<file path="src/rtl/rand_mon_pkg.sv">
// rtl/rand_mon_pkg.sv - shared state encoding and width helper for the random stream health monitor
package rand_mon_pkg;

    typedef enum logic [1:0] {
        ST_IDLE = 2'd0,
        ST_RUN  = 2'd1,
        ST_DONE = 2'd2
    } state_t;

    // Ones accumulator must hold 8 * 2^win_log2 exactly.
    function automatic int ones_width(input int win_log2);
        return win_log2 + 4;
    endfunction

endpackage

</file>
<file path="src/rtl/popcount8.sv">
// rtl/popcount8.sv - combinational population count of one byte
module popcount8 (
    input  logic [7:0] i_data,
    output logic [3:0] o_count
);

    always_comb begin
        o_count = 4'd0;
        for (int i = 0; i < 8; i++) begin
            o_count = o_count + {3'b000, i_data[i]};
        end
    end

endmodule

</file>
<file path="src/rtl/rand_health_monitor.sv">
// rtl/rand_health_monitor.sv - windowed monobit and repetition health checks on a byte stream
module rand_health_monitor
    import rand_mon_pkg::*;
#(
    parameter int WIN_LOG2  = 8,
    parameter int MONO_TOL  = 64,
    parameter int RPT_LIMIT = 4
) (
    input  logic                              clk_i,
    input  logic                              rst_ni,
    input  logic                              start_i,
    input  logic [7:0]                        sample_i,
    input  logic                              valid_i,
    output logic                              busy_o,
    output logic                              done_o,
    output logic                              pass_o,
    output logic                              fail_mono_o,
    output logic                              fail_rep_o,
    output logic [ones_width(WIN_LOG2)-1:0]   ones_o
);

    localparam int OW = ones_width(WIN_LOG2);
    localparam int DW = OW + 1;
    localparam int RW = $clog2(RPT_LIMIT + 1);

    localparam logic [WIN_LOG2-1:0] CNT_ONE = WIN_LOG2'(1);
    localparam logic [RW-1:0]       RUN_ONE = RW'(1);
    localparam logic [RW-1:0]       RUN_MAX = RW'(RPT_LIMIT);
    localparam logic [DW-1:0]       IDEAL   = DW'(4 << WIN_LOG2);
    localparam logic [31:0]         TOL     = MONO_TOL;

    state_t              r_state;
    logic [WIN_LOG2-1:0] r_cnt;
    logic [OW-1:0]       r_acc;
    logic [RW-1:0]       r_run;
    logic [7:0]          r_last;
    logic [OW-1:0]       r_ones;
    logic                r_pass;
    logic                r_fail_mono;
    logic                r_fail_rep;

    logic [3:0]          w_pop;
    logic [OW-1:0]       w_acc_next;
    logic [RW-1:0]       w_run_next;
    logic                w_rep_next;
    logic [DW-1:0]       w_diff;
    logic [DW-1:0]       w_abs;
    logic                w_mono;
    logic                w_last_sample;

    popcount8 u_popcount (
        .i_data  (sample_i),
        .o_count (w_pop)
    );

    // The first sample of a window always starts a fresh run, whatever r_last holds.
    always_comb begin
        w_acc_next    = r_acc + {{(OW-4){1'b0}}, w_pop};
        w_run_next    = RUN_ONE;
        if ((r_cnt != '0) && (sample_i == r_last)) begin
            w_run_next = (r_run == RUN_MAX) ? RUN_MAX : r_run + RUN_ONE;
        end
        w_rep_next    = r_fail_rep | (w_run_next == RUN_MAX);
        w_diff        = {1'b0, w_acc_next} - IDEAL;
        w_abs         = w_diff[DW-1] ? -w_diff : w_diff;
        w_mono        = 32'(w_abs) > TOL;
        w_last_sample = (r_cnt == '1);
    end

    always_ff @(posedge clk_i or negedge rst_ni) begin
        if (!rst_ni) begin
            r_state     <= ST_IDLE;
            r_cnt       <= '0;
            r_acc       <= '0;
            r_run       <= '0;
            r_last      <= '0;
            r_ones      <= '0;
            r_pass      <= 1'b0;
            r_fail_mono <= 1'b0;
            r_fail_rep  <= 1'b0;
        end else if (start_i) begin
            r_state     <= ST_RUN;
            r_cnt       <= '0;
            r_acc       <= '0;
            r_run       <= '0;
            r_ones      <= '0;
            r_pass      <= 1'b0;
            r_fail_mono <= 1'b0;
            r_fail_rep  <= 1'b0;
        end else begin
            case (r_state)
                ST_RUN: begin
                    if (valid_i) begin
                        r_acc      <= w_acc_next;
                        r_cnt      <= r_cnt + CNT_ONE;
                        r_run      <= w_run_next;
                        r_last     <= sample_i;
                        r_fail_rep <= w_rep_next;
                        if (w_last_sample) begin
                            r_state     <= ST_DONE;
                            r_ones      <= w_acc_next;
                            r_fail_mono <= w_mono;
                            r_pass      <= !w_mono && !w_rep_next;
                        end
                    end
                end
                ST_DONE: r_state <= ST_IDLE;
                default: r_state <= ST_IDLE;
            endcase
        end
    end

    assign busy_o      = (r_state == ST_RUN);
    assign done_o      = (r_state == ST_DONE);
    assign pass_o      = r_pass;
    assign fail_mono_o = r_fail_mono;
    assign fail_rep_o  = r_fail_rep;
    assign ones_o      = r_ones;

endmodule

</file>
<file path="config.mk">
export PLATFORM = sky130hd
export DESIGN_NAME = rand_health_monitor
export DESIGN_NICKNAME = d
export VERILOG_FILES = /design/src/rtl/rand_mon_pkg.sv /design/src/rtl/popcount8.sv /design/src/rtl/rand_health_monitor.sv
export SDC_FILE = /design/constraint.sdc
export NUM_CORES = 1
export LEC_CHECK = 0
export ABC_AREA = 0
export BUFFER_PORTS_ARGS = -buffer_cell sky130_fd_sc_hd__buf_4
export CORE_AREA = 10 10 68 93
export CTS_BUF_LIST = sky130_fd_sc_hd__clkbuf_4 sky130_fd_sc_hd__clkbuf_8
export CTS_CLUSTER_SIZE = 40
export DETAILED_ROUTE_END_ITERATION = 8
export DIE_AREA = 0 0 78 103
export HOLD_SLACK_MARGIN = 0.08
export PLACE_DENSITY = 0.8
export SYNTH_ARGS = -nofsm -noshare
export SYNTH_HDL_FRONTEND = slang
export SYNTH_SLANG_ARGS = --single-unit
export TNS_END_PERCENT = 10
</file>
<file path="constraint.sdc">
create_clock -name clk_i -period 3.36 [get_ports clk_i]
set_input_delay 0.672 -clock clk_i [delete_from_list [all_inputs] [get_ports clk_i]]
set_output_delay 0.672 -clock clk_i [all_outputs]
set_load 0.05 [all_outputs]
</file>
# Word level (Yosys, flattened, before mapping)
# Index checks and enable logic that the tools add are counted.
# totals
reg_bits	48
output_inout_bits	17
elab_cells	75
# classes
add_sub_neg	12
magnitude_cmp	1
n_eq_ne	8
mux	31
n_bitwise	2
n_reduce_logical	12
# ops
cell	count
12-bit two-way mux	7
4-bit by 1-bit adder with 4-bit output	6
8-bit two-way mux	3
3-bit two-way mux	5
13-bit by 7-bit greater-than comparator with 1-bit output, second input constant	1
13-bit two-way mux	1
13-bit negator	1
12-bit by 11-bit subtractor with 13-bit output, second input constant	1
12-bit by 4-bit adder with 12-bit output	1
1-bit two-way mux	11
8-bit by 1-bit adder with 8-bit output, second input constant	1
8-bit equality test	1
8-bit equality test, second input constant	1
2-bit two-way mux	4
8-bit nonzero test	1
3-bit equality test, second input constant	2
3-bit AND reduction	2
2-bit nonzero test	3
2-bit AND reduction	2
3-bit by 1-bit adder with 3-bit output, second input constant	1
3-bit by 2-bit != test with 1-bit output, second input constant	1
3-bit != test, second input constant	1
1-bit by 1-bit adder with 2-bit output	1
2-bit by 1-bit equality test with 1-bit output, second input constant	1
other kinds (5)	7

# Depth between registers and ports, before layout
# Gate-level depths: netlist of run 1.
# depth
depth_word	18
ltp_mapped	19
ltp_nobuf	19

# Hierarchy
# Synthesis of run 1 repeated with hierarchy kept, for this count alone.
# unflattened
cells_unflattened	276
area_unflattened_um2	2750.1
# by_module_without_submodules
module	instances	cells_per_inst	area_per_inst_um2	seq_area_each_um2
rand_health_monitor	1	252	2560.0	1201.2
popcount8	1	24	190.2	0.0

# Worst setup path after synthesis of run 1
# No wires, ideal clock.
# synth_path
path_type	input-to-reg
startpoint	in sample_i[0]
endpoint	reg r_pass (netlist: pass_o)
setup_ps	67
t_arrival_ps	4994
required_time_ps	3293
path_slack_ps	-1701
cell_stages	16
path_cell_list	ha_1 > inv_1 > fa_1 > fa_1 > fa_1 > fa_1 > fa_1 > nand2b_1 > a21oi_1 > nand2_1 > xnor2_1 > inv_1 > ha_1 > or4_1 > o21ai_1 > a22o_1
# synth_between
elab_chain_len	18
elab_cells_between_ends	24
classes_between	add/sub: 10; order compare: 1; eq/ne: 2; mux: 6; bitwise: 1; reduce/logical: 4
# synth_rtl
element	line_no	rtl
from (decl)	rand_health_monitor.sv:12	input logic [7:0] sample_i,
1-bit by 1-bit adder with 2-bit output	popcount8.sv:10	o_count = o_count + {3'b000, i_data[i]};
4-bit by 1-bit adder with 4-bit output (6 in series)	popcount8.sv:10	
12-bit by 4-bit adder with 12-bit output	rand_health_monitor.sv:58	w_acc_next = r_acc + {{(OW-4){1'b0}}, w_pop};
12-bit by 11-bit subtractor with 13-bit output	rand_health_monitor.sv:64	w_diff = {1'b0, w_acc_next} - IDEAL;
13-bit negator	rand_health_monitor.sv:65	w_abs = w_diff[DW-1] ? -w_diff : w_diff;
13-bit two-way mux	rand_health_monitor.sv:65	
13-bit by 7-bit greater-than comparator with 1-bit output	rand_health_monitor.sv:66	w_mono = 32'(w_abs) > TOL;
1-bit logical NOT	rand_health_monitor.sv:103	r_pass <= !w_mono && !w_rep_next;
1-bit logical AND (*)	rand_health_monitor.sv:103	
1-bit two-way mux (*)	rand_health_monitor.sv:99	if (w_last_sample) begin
1-bit two-way mux (*)	rand_health_monitor.sv:93	if (valid_i) begin
1-bit two-way mux (*)	rand_health_monitor.sv:91	case (r_state)
1-bit two-way mux (*)	rand_health_monitor.sv:81	end else if (start_i) begin
to (signal assigned)	rand_health_monitor.sv:103	
to (decl)	rand_health_monitor.sv:38	logic r_pass;
# Every way passes the cells marked *; elsewhere a longest branch is shown, timed or not. The select of a mux whose other input is x is not followed.
# A chain may end at the register's enable or synchronous reset.

# Worst setup path after layout of run 1
# layout_path
startpoint	in sample_i[0]
endpoint	reg r_fail_mono (netlist: fail_mono_o)
# layout_between
elab_chain_len	16
# layout_rtl
element	line_no	rtl
1-bit by 1-bit adder with 2-bit output (*)	popcount8.sv:10	
4-bit by 1-bit adder with 4-bit output (*) (6 in series)	popcount8.sv:10	
12-bit by 4-bit adder with 12-bit output (*)	rand_health_monitor.sv:58	
12-bit by 11-bit subtractor with 13-bit output (*)	rand_health_monitor.sv:64	
13-bit negator	rand_health_monitor.sv:65	
13-bit two-way mux (*)	rand_health_monitor.sv:65	
13-bit by 7-bit greater-than comparator with 1-bit output (*)	rand_health_monitor.sv:66	
1-bit two-way mux (*)	rand_health_monitor.sv:99	
1-bit two-way mux (*)	rand_health_monitor.sv:93	
1-bit two-way mux (*)	rand_health_monitor.sv:91	
1-bit two-way mux (*)	rand_health_monitor.sv:81	
to (signal assigned)	rand_health_monitor.sv:102	r_fail_mono <= w_mono;
to (decl)	rand_health_monitor.sv:39	logic r_fail_mono;
# Marked as above.

==> flow_summary.ini, run 1 <==
[layout]
ff_latch_area_mm2 = 0.001201
diodes = 0
final_layout_size_suffix_gt1_share_pct = 36.34
fin_util_pct = 77.63
fillers = 304
area_growth_pct = 33.47
multiInputGateArea_mm2 = 0.001604
nNetsFinal = 373

[detailed_routing]
wl_per_cell_um = 17.40
viasPerCell = 5.694
vias = 2323
drt-initial-drc-count = 224
detail-route-antenna-nets = 0
routed_wl_mm = 7.100
drc_errors = 0
first_pass_iters = 4

[timing]
skew_ps = 12.31
final_max_slew_viol_count = 0
relSlewSlack_pct = 54.81
setup_viol = 24
rsz0062_at_grt = yes
setup_slack_ps = -1355
hold_viol_final = 0
fin_crit_sh_pct = 140.3
max_freq_mhz = 212.1
post-route-min-period_ps = 4715
tightest_slew_ps = 672.6

[logic_synthesis]
synth_cell_types = 44
synth_seq_area_share_pct = 44.02
ys_warn_count = 0
syn_nets = 306
synthFlopType = dfrtp_1
ys_async_sr_fraction_pct = 100.0
syn_area_per_cell_um2 = 9.887
synthCells = 276
netlist_area_mm2 = 0.002729
synth_edf_count = 0
ys_ff_latch = 48

[placed_design]
dp_hpwl_mm = 4.742
pre_cts_ws_ps = -1822
io_buffers = 28
gp_congestion = 0.9413

[clocking]
htree_levels = 2
tritoncts = yes
cts-root-buf = clkbuf_8
cts_hold_buf = 0
cts.sinks = 48
worstSkewPairLatency_ps = 320
cts_buffers = 5
clock_tree.buffer_depth = 2
clk_pin_slew_ps = 100

[pwr]
ir_drop_v = 0.0003185
power.leakage_nw = 1.655
power_density_mw_per_mm2 = 479.7

[run_status]
outcome = finished with violations
violations = negative setup slack

[critical_path]
r2r_cells = 12
crit_required_ps = 3560
worstReg2RegEnd = fail_mono_o$_DFFE_PN0P_
cp-end-kind = register
r2r_slack_ps = 600
cp-start-kind = primary input
r2r-start = r_acc[0]$_DFFE_PN0P_
crit_type = in2reg
arrival_ps = 4920
worstPathMaxFanout = 4

[die]
coreArea_mm2 = 0.004692
io_pins = 29
design.die.area_mm2 = 0.008034
row_count = 30
initial_core_util_pct = 58.16
die_h_um = 103
die_w_um = 78

[global_route]
grt_max_degree = 49
grt_usage_pct = 17.62
antenna_found_initial = 0
grt_pass1_vias = 2431
gr-total-overflow = 0
grt_pass1_wl_mm = 11.25

[worst_hold_path]
hp-class = in2async

[flow_run]
drv_cap = 0
==> area by class of cell <==
cell class              count  share of cell area, %
flip-flops and latches     48                  32.98
multi-input cells         197                  44.04
clock buffers               5                  1.889
inverters                  22                  2.267
repair buffers             69                  14.74
well taps                  64                  2.199
clock inverters             3                  1.889
==> timing repair <==
action | 4_1_cts | 5_1_grt
setup buffers | 4 | 1
pin swaps | 20 | 7
endpoints found under the setup margin | 24 | 24
gates resized for setup | 23 | 9
==> state kept, by name, indices dropped and copies added, names as in the netlist <==
signal and count:
ones_o 12, fail_rep_o 1, r_state 2, pass_o 1
r_run 3, fail_mono_o 1, r_acc 12, r_cnt 8
r_last 8
==> through the flow <==
stage	area (um2)	instances	hold slack, ps	TNS, ps	total power [mW]
after global routing	3642	408	391.6	-18590	1.819
final	3642	408	343.9	-16430	1.747
after global placement	3294	395	465.2	-22980	1.098
after floorplan	2776	276	376.4	-14780	0.9118
after CTS	3586	407	374.0	-17370	1.710
after detailed placement	3294	395	471.2	-25880	1.123
==> Yosys cell counts (all sizes together), types with 2 or more instances <==
master,instances,area share [%]
o21a,2,0.83
nor4,2,0.46
ha,13,6.0
nand3,6,1.1
nor3,2,0.37
nand3b,2,0.55
nand2b,4,0.92
xor2,9,3.2
a21oi,15,2.8
buf,2,0.60
a31oi,3,0.69
or3,3,0.69
a22o,7,2.2
clkbuf,7,0.96
xnor2,18,5.8
nor2b,3,0.69
mux2,8,3.3
nand2,29,4.0
dfrtp,48,44
o211ai,5,1.7
a211oi,7,2.6
inv,22,3.0
nor2,27,3.8
fa,5,3.7
nand4,6,1.4
o21ai,13,2.5
==> cell usage in the layout (no fill, tap or decap), types with 4 or more instances in the layout <==
cell	netlist	routed
a21oi_1	15	10
a22o_1	7	7
buf_4	0	64
buf_6	1	5
clkbuf_8	0	5
dfrtp_1	48	48
ha_1	13	10
inv_1	21	20
mux2_2	8	8
nand2_1	29	28
nand3_1	6	6
nand4_1	6	6
nor2_1	26	25
o21ai_0	9	7
o21ai_1	3	4
xnor2_1	18	11
xnor2_2	0	7
xor2_1	8	6
==> kinds of logic after synthesis <==
logic type | count (synthesis) | synth area share, %
AOI/OAI and AO/OA | 54 | 13.94
xor gates and xnor gates | 27 | 8.941
adders and majority gates | 18 | 9.629
buffers and inverters | 31 | 4.585
DFF | 48 | 44.02
muxes | 8 | 3.301
and+or+nand+nor | 90 | 15.59
==> worst max-delay path: stages <==
cell,delay [ps]
buf_6,100
ha_4,250
inv_2,30
fa_1,510
fa_1,450
fa_2,390
fa_2,370
xnor2_2,200
ha_4,260
o211ai_1,310
o21a_4,220
nor2_4,50
xnor2_2,140
ha_1,290
or4_4,520
o21ai_2,80
o21ai_1,70
==> power by group <==
part / internal (mW) / leakage [nW] / switching (mW)
Combinational: 0.302 / 0.945 / 0.286
Sequential: 0.610 / 0.640 / 0.0365
Clock: 0.300 / 0.0687 / 0.213
Total: 1.21 / 1.65 / 0.535
==> how the worst max path moves through the flow <==
stage,from,endpoint,cells past startpoint
6_report,sample_i[0],fail_mono_o$_DFFE_PN0P_,17
5_1_grt,sample_i[1],fail_mono_o$_DFFE_PN0P_,18
4_1_cts,sample_i[0],pass_o$_DFFE_PN0P_,17
3_5_place_dp,sample_i[1],fail_mono_o$_DFFE_PN0P_,17
3_3_place_gp,sample_i[1],fail_mono_o$_DFFE_PN0P_,17
2_1_floorplan,sample_i[1],fail_mono_o$_DFFE_PN0P_,16
==> routing by layer <==
metal	share of wire (%)	GRT usage, %
met1	38	17.47
met2	53	32.69
met3	4.4	4.188
met4	4.3	10.37
met5	0	0
Note: power is estimated with default switching activity, not from simulation.
==> inputs of run 2 (changes only) <==
--- a/config.mk
+++ b/config.mk
@@ -7,13 +7,12 @@
 export LEC_CHECK = 0
 export ABC_AREA = 0
 export BUFFER_PORTS_ARGS = -buffer_cell sky130_fd_sc_hd__buf_4
-export CORE_AREA = 10 10 68 93
+export CORE_AREA = 10 10 77 106
 export CTS_BUF_LIST = sky130_fd_sc_hd__clkbuf_4 sky130_fd_sc_hd__clkbuf_8
 export CTS_CLUSTER_SIZE = 40
 export DETAILED_ROUTE_END_ITERATION = 8
-export DIE_AREA = 0 0 78 103
+export DIE_AREA = 0 0 87 116
 export HOLD_SLACK_MARGIN = 0.08
-export PLACE_DENSITY = 0.8
 export SYNTH_ARGS = -nofsm -noshare
 export SYNTH_HDL_FRONTEND = slang
 export SYNTH_SLANG_ARGS = --single-unit
==> run 2 against run 1 <==
  * The run still ends with negative setup slack left
  * Final cell count grew 1.2%
  * Power decreased by 4.0%
  * Hold slack improved by 32 ps
  * Non-clock buffer count fell by 3
  * Sequential power about the same
  * Global-route usage decreased by 4.7 points
  * Count of clock-buffer cells in the layout increased by 1
  * Routed wire length decreased by 11%
  * Register-to-register slack gained 50 ps
  * Sequential share of layout area is 0.25 points higher
  * Combinational power barely moved
  * Critical endpoint unchanged
  * Largest cell class unchanged
  * Highest routed layer unchanged
==> flow_summary.ini, run 2 (synthesis results as in run 1) <==
[run_status]
outcome = finished with violations
violations = negative setup slack

[clocking]
cts-root-buf = clkbuf_8
htree_levels = 2
clk_pin_slew_ps = 90
clock_tree.buffer_depth = 2
worstSkewPairLatency_ps = 310
cts.sinks = 48
cts_buffers = 5
tritoncts = yes

[die]
design.die.area_mm2 = 0.01009
io_pins = 29
initial_core_util_pct = 44.24
die_w_um = 87
die_h_um = 116
row_count = 34
coreArea_mm2 = 0.006168

[timing]
tns_ps = -13810
setup_slack_ps = -1263
setup_viol = 24
tightest_slew_ps = 685.5
fin_crit_sh_pct = 137.6
rsz0062_at_grt = yes
post-route-min-period_ps = 4623
final_max_slew_viol_count = 0
max_freq_mhz = 216.3
relSlewSlack_pct = 53.95
hold_viol_final = 0
hold-worst-slack_ps = 375.6
skew_ps = 10.40

[global_route]
antenna_found_initial = 0
grt_pass1_wl_mm = 10.64
grt_pass1_vias = 2335
grt_max_degree = 49
gr-total-overflow = 0
grt_usage_pct = 12.96

[layout]
fillers = 541
area_growth_pct = 32.46
finish.instance_area_mm2 = 0.003615
nNetsFinal = 370
final_layout_size_suffix_gt1_share_pct = 35.19
layout_common_cells = 62 x buf_4, 48 x dfrtp_1, 29 x nand2_1, 24 x nor2_1, 19 x inv_1
diodes = 0
ff_latch_area_mm2 = 0.001201
fin_util_pct = 58.60
multiInputGateArea_mm2 = 0.001605
final_common_cell = buf_4

[detailed_routing]
drc_errors = 0
vias = 2168
wl_per_cell_um = 15.27
drt-initial-drc-count = 52
first_pass_iters = 4
routed_wl_mm = 6.307
viasPerCell = 5.249
detail-route-antenna-nets = 0

[worst_hold_path]
hp-class = in2async

[pwr]
power.leakage_nw = 1.629
ir_drop_v = 0.0002681
power_density_mw_per_mm2 = 464.0

[placed_design]
dp_hpwl_mm = 4.660
dpl_cell_area_mm2 = 0.003304
gp_congestion = 0.8391
pre_cts_ws_ps = -1733
io_buffers = 28

[critical_path]
cp-start-kind = primary input
cp-end-kind = register
crit_required_ps = 3540
worstPathMaxFanout = 2
arrival_ps = 4810
crit_type = in2reg

[flow_run]
drv_cap = 0
[run 2: cell types whose count changed in the layout (fill, tap and decap cells not counted), moves of 2 or more]
cell     previous run  this run
a21oi_1            10        12
o21ai_1             4         2
buf_6               5         3
o21ai_0             7         9
buf_4              64        62
a21oi_2             3         1
[run 2: per-stage QoR]
step,cells,total power [mW]
5_1_grt,413,1.776
3_5_place_dp,403,1.117
3_3_place_gp,403,1.109
2_1_floorplan,276,0.9118
6_report,413,1.677
4_1_cts,412,1.605
[run 2: cell type report]
class                   instances  area share, %
repair buffers                 66          14.23
flip-flops and latches         48          33.23
clock buffers                   6          2.285
inverters                      22          2.285
clock inverters                 2          1.073
multi-input cells             197          44.41
well taps                      72          2.492
[run 2: what timing repair did]
item	CTS	global route
buffers inserted	1	1
resized for setup	14	16
setup endpoints to repair	24	24
pin swaps	4	5
hold buffers	0	0
hold endpoints to repair	0	0
[run 2: routing by layer]
layer | up-vias | part of all wire [%] | track usage (%)
met5 | - | 0 | 0
met4 | 0 | 3.0 | 5.092
met3 | 16 | 4.7 | 3.371
met2 | 45 | 50 | 22.78
met1 | 1044 | 42 | 14.44
li1 | 1063 | - | -
[run 2: final timing paths]
| path | from | endpoint | slack, ps | cells after the start |
|---|---|---|---|---|
| max in group asynchronous | rst_ni | r_acc[6]$_DFFE_PN0P_ | 2560 | 1 |
| min in group clk_i | ones_o[5]$_DFFE_PN0P_ | ones_o[5]$_DFFE_PN0P_ | 490 | 2 |
| setup / recovery | sample_i[1] | fail_mono_o$_DFFE_PN0P_ | -1260 | 17 |
| hold / removal | rst_ni | r_acc[4]$_DFFE_PN0P_ | 380 | 1 |
| hold reg to reg | ones_o[5]$_DFFE_PN0P_ | ones_o[5]$_DFFE_PN0P_ | 490 | 2 |
| setup reg to reg | r_acc[0]$_DFFE_PN0P_ | fail_mono_o$_DFFE_PN0P_ | 650 | 12 |
[run 2: power by group]
| group | internal [mW] | switching [mW] | leakage, nW |
|---|---|---|---|
| clock | 0.244 | 0.204 | 0.0614 |
| combinational | 0.313 | 0.272 | 0.927 |
| sequential | 0.610 | 0.0339 | 0.640 |
[run 2: critical path, stage by stage]
cell and delay, ps:
buf_8 100, ha_4 250, inv_2 30, fa_1 490, fa_1 440, fa_2 370, fa_2 570, inv_2 50
ha_4 210, a211oi_4 230, o21a_4 190, nor2_4 40, xnor2_2 130, ha_1 320, or4_4 550, o21ai_4 80
o21ai_1 80
==> inputs of run 3 (changes only) <==
--- a/config.mk
+++ b/config.mk
@@ -7,11 +7,12 @@
 export LEC_CHECK = 0
 export ABC_AREA = 0
 export BUFFER_PORTS_ARGS = -buffer_cell sky130_fd_sc_hd__buf_4
-export CORE_AREA = 10 10 77 106
+export CAP_MARGIN = 15
+export CORE_AREA = 10 10 91 125
 export CTS_BUF_LIST = sky130_fd_sc_hd__clkbuf_4 sky130_fd_sc_hd__clkbuf_8
 export CTS_CLUSTER_SIZE = 40
 export DETAILED_ROUTE_END_ITERATION = 8
-export DIE_AREA = 0 0 87 116
+export DIE_AREA = 0 0 101 135
 export HOLD_SLACK_MARGIN = 0.08
 export SYNTH_ARGS = -nofsm -noshare
 export SYNTH_HDL_FRONTEND = slang
==> run 3 against run 2 <==
  * The run still ends with negative setup slack left
  * Critical endpoint is now pass_o$_DFFE_PN0P_
  * Setup slack worse by 63 ps
  * Sequential power about the same
  * Sequential share of layout area down 0.52 points
  * Count of clock-buffer cells in the layout unchanged
  * Maximum frequency down 1.3%
  * Core utilization down 18 points
  * Via count up 0.97%
  * Design area up 1.6%
==> flow_summary.ini, run 3 (synthesis results as in run 1) <==
[run_status]
outcome = finished with violations
violations = negative setup slack

[critical_path]
r2r_cells = 12
startpoint = sample_i[1]
cp-start-kind = primary input
crit_required_ps = 3620
arrival_ps = 4950
crit_type = in2reg
r2r_slack_ps = 750
cp-end-kind = register
cp_cell_sequence = buf_6 > ha_4 > inv_2 > fa_1 > fa_1 > fa_2 > fa_2 > inv_1 > ha_4 > a211oi_4 > o21a_4 > nor2_4 > xnor2_2 > ha_4 > or4_4 > o21ai_2 > a22o_1
worstPathMaxFanout = 2
cpMaxStageDelayCell = fa_2
path_common_cell = ha_4
max_stage_delay_ps = 600
r2r-start = r_acc[0]$_DFFE_PN0P_

[clocking]
clk_pin_slew_ps = 100
tritoncts = yes
htree_levels = 2
clock_tree.buffer_depth = 2
cts_buffers = 5
cts-root-buf = clkbuf_8
cts_hold_buf = 0
cts.sinks = 48
worstSkewPairLatency_ps = 310

[timing]
tns_ps = -16930
setup_slack_ps = -1326
max_freq_mhz = 213.4
rsz0062_at_grt = yes
relSlewSlack_pct = 56.60
hold-worst-slack_ps = 361.8
fin_crit_sh_pct = 139.5
hold_viol_final = 0
setup_viol = 24
post-route-min-period_ps = 4686
skew_ps = 9.101
tightest_slew_ps = 646.1
final_max_slew_viol_count = 0

[worst_hold_path]
hp-class = in2async

[placed_design]
io_buffers = 28
gp_congestion = 0.8708
dp_hpwl_mm = 4.863
dpl_cell_area_mm2 = 0.003341
pre_cts_ws_ps = -1742

[detailed_routing]
drt-initial-drc-count = 72
wl_per_cell_um = 14.41
vias = 2189
routed_wl_mm = 6.456
drc_errors = 0
viasPerCell = 4.886
first_pass_iters = 4
detail-route-antenna-nets = 0

[global_route]
grt_pass1_wl_mm = 11.18
grt_pass1_vias = 2372
gr-total-overflow = 0
antenna_found_initial = 0
grt_usage_pct = 10.04
grt_max_degree = 49

[die]
io_pins = 29
initial_core_util_pct = 30.40
design.die.area_mm2 = 0.01364
coreArea_mm2 = 0.008977
row_count = 41
die_h_um = 135
die_w_um = 101

[layout]
nNetsFinal = 370
diodes = 0
final_common_cell = buf_4
final_layout_size_suffix_gt1_share_pct = 35.78
fillers = 855
area_growth_pct = 34.57
finish.instance_area_mm2 = 0.003672
layout_common_cells = 60 x buf_4, 48 x dfrtp_1, 28 x nand2_1, 24 x nor2_1, 19 x inv_1

[flow_run]
drv_cap = 0

[pwr]
power_density_mw_per_mm2 = 460.1
power.leakage_nw = 1.629
ir_drop_v = 0.0002211
p_total_mw = 1.690
[run 3: changes by cell type in the layout (fill, tap and decap cells not counted), moves of 2 or more]
cell,change
o21ai_0,-4
o21ai_1,+4
buf_6,+3
buf_4,-2
[run 3: final cells by class]
type	instances	area, um2	area share, %
multi-input cells	197	1615	43.99
flip-flops and latches	48	1201	32.71
repair buffers	66	518.0	14.11
well taps	107	133.9	3.646
clock buffers	6	82.58	2.249
inverters	22	82.58	2.249
clock inverters	2	38.79	1.056
[run 3: worst paths after layout]
kind / end
max reg2reg: pass_o$_DFFE_PN0P_
min: ones_o[1]$_DFFE_PN0P_
min reg2reg: ones_o[5]$_DFFE_PN0P_
max in group asynchronous: r_last[7]$_DFFE_PN0P_
min in group clk_i: ones_o[5]$_DFFE_PN0P_
max: pass_o$_DFFE_PN0P_
[run 3: critical path: cells and delay by family]
| family | cells | cell delay [ps] |
|---|---|---|
| simple gates | 2 | 550 |
| fa+ha+maj | 7 | 2710 |
| xor+xnor | 1 | 190 |
| buf+inv | 3 | 200 |
| compound gates | 4 | 630 |
[run 3: repair_timing]
| action | 4_1_cts | 5_1_grt |
|---|---|---|
| gates cloned | 0 | 0 |
| resized for setup | 19 | 17 |
| endpoints found under the setup margin | 24 | 24 |
| buffers inserted | 1 | 2 |
| pin swaps | 4 | 17 |
[run 3: per-layer routing]
layer	up-vias	routed length (um)	GRT usage (%)
li1	1062	-	-
met1	1072	2670	11.43
met2	45	3272	17.26
met3	10	387	2.911
met4	0	126	3.571
met5	-	0	0
[run 3: per-stage QoR]
step,std cells,util (%)
after floorplan,276,-
after global placement,437,37.21
after detailed placement,437,37.21
after CTS,446,39.58
after global routing,448,40.91
final,448,40.91
[run 3: power breakdown]
group | switching, mW | total (mW) | internal (mW) | leakage, nW
clock network | 0.207 | 0.451 | 0.244 | 0.0614
logic | 0.275 | 0.597 | 0.322 | 0.927
registers | 0.0315 | 0.642 | 0.610 | 0.640
total | 0.514 | 1.69 | 1.18 | 1.63
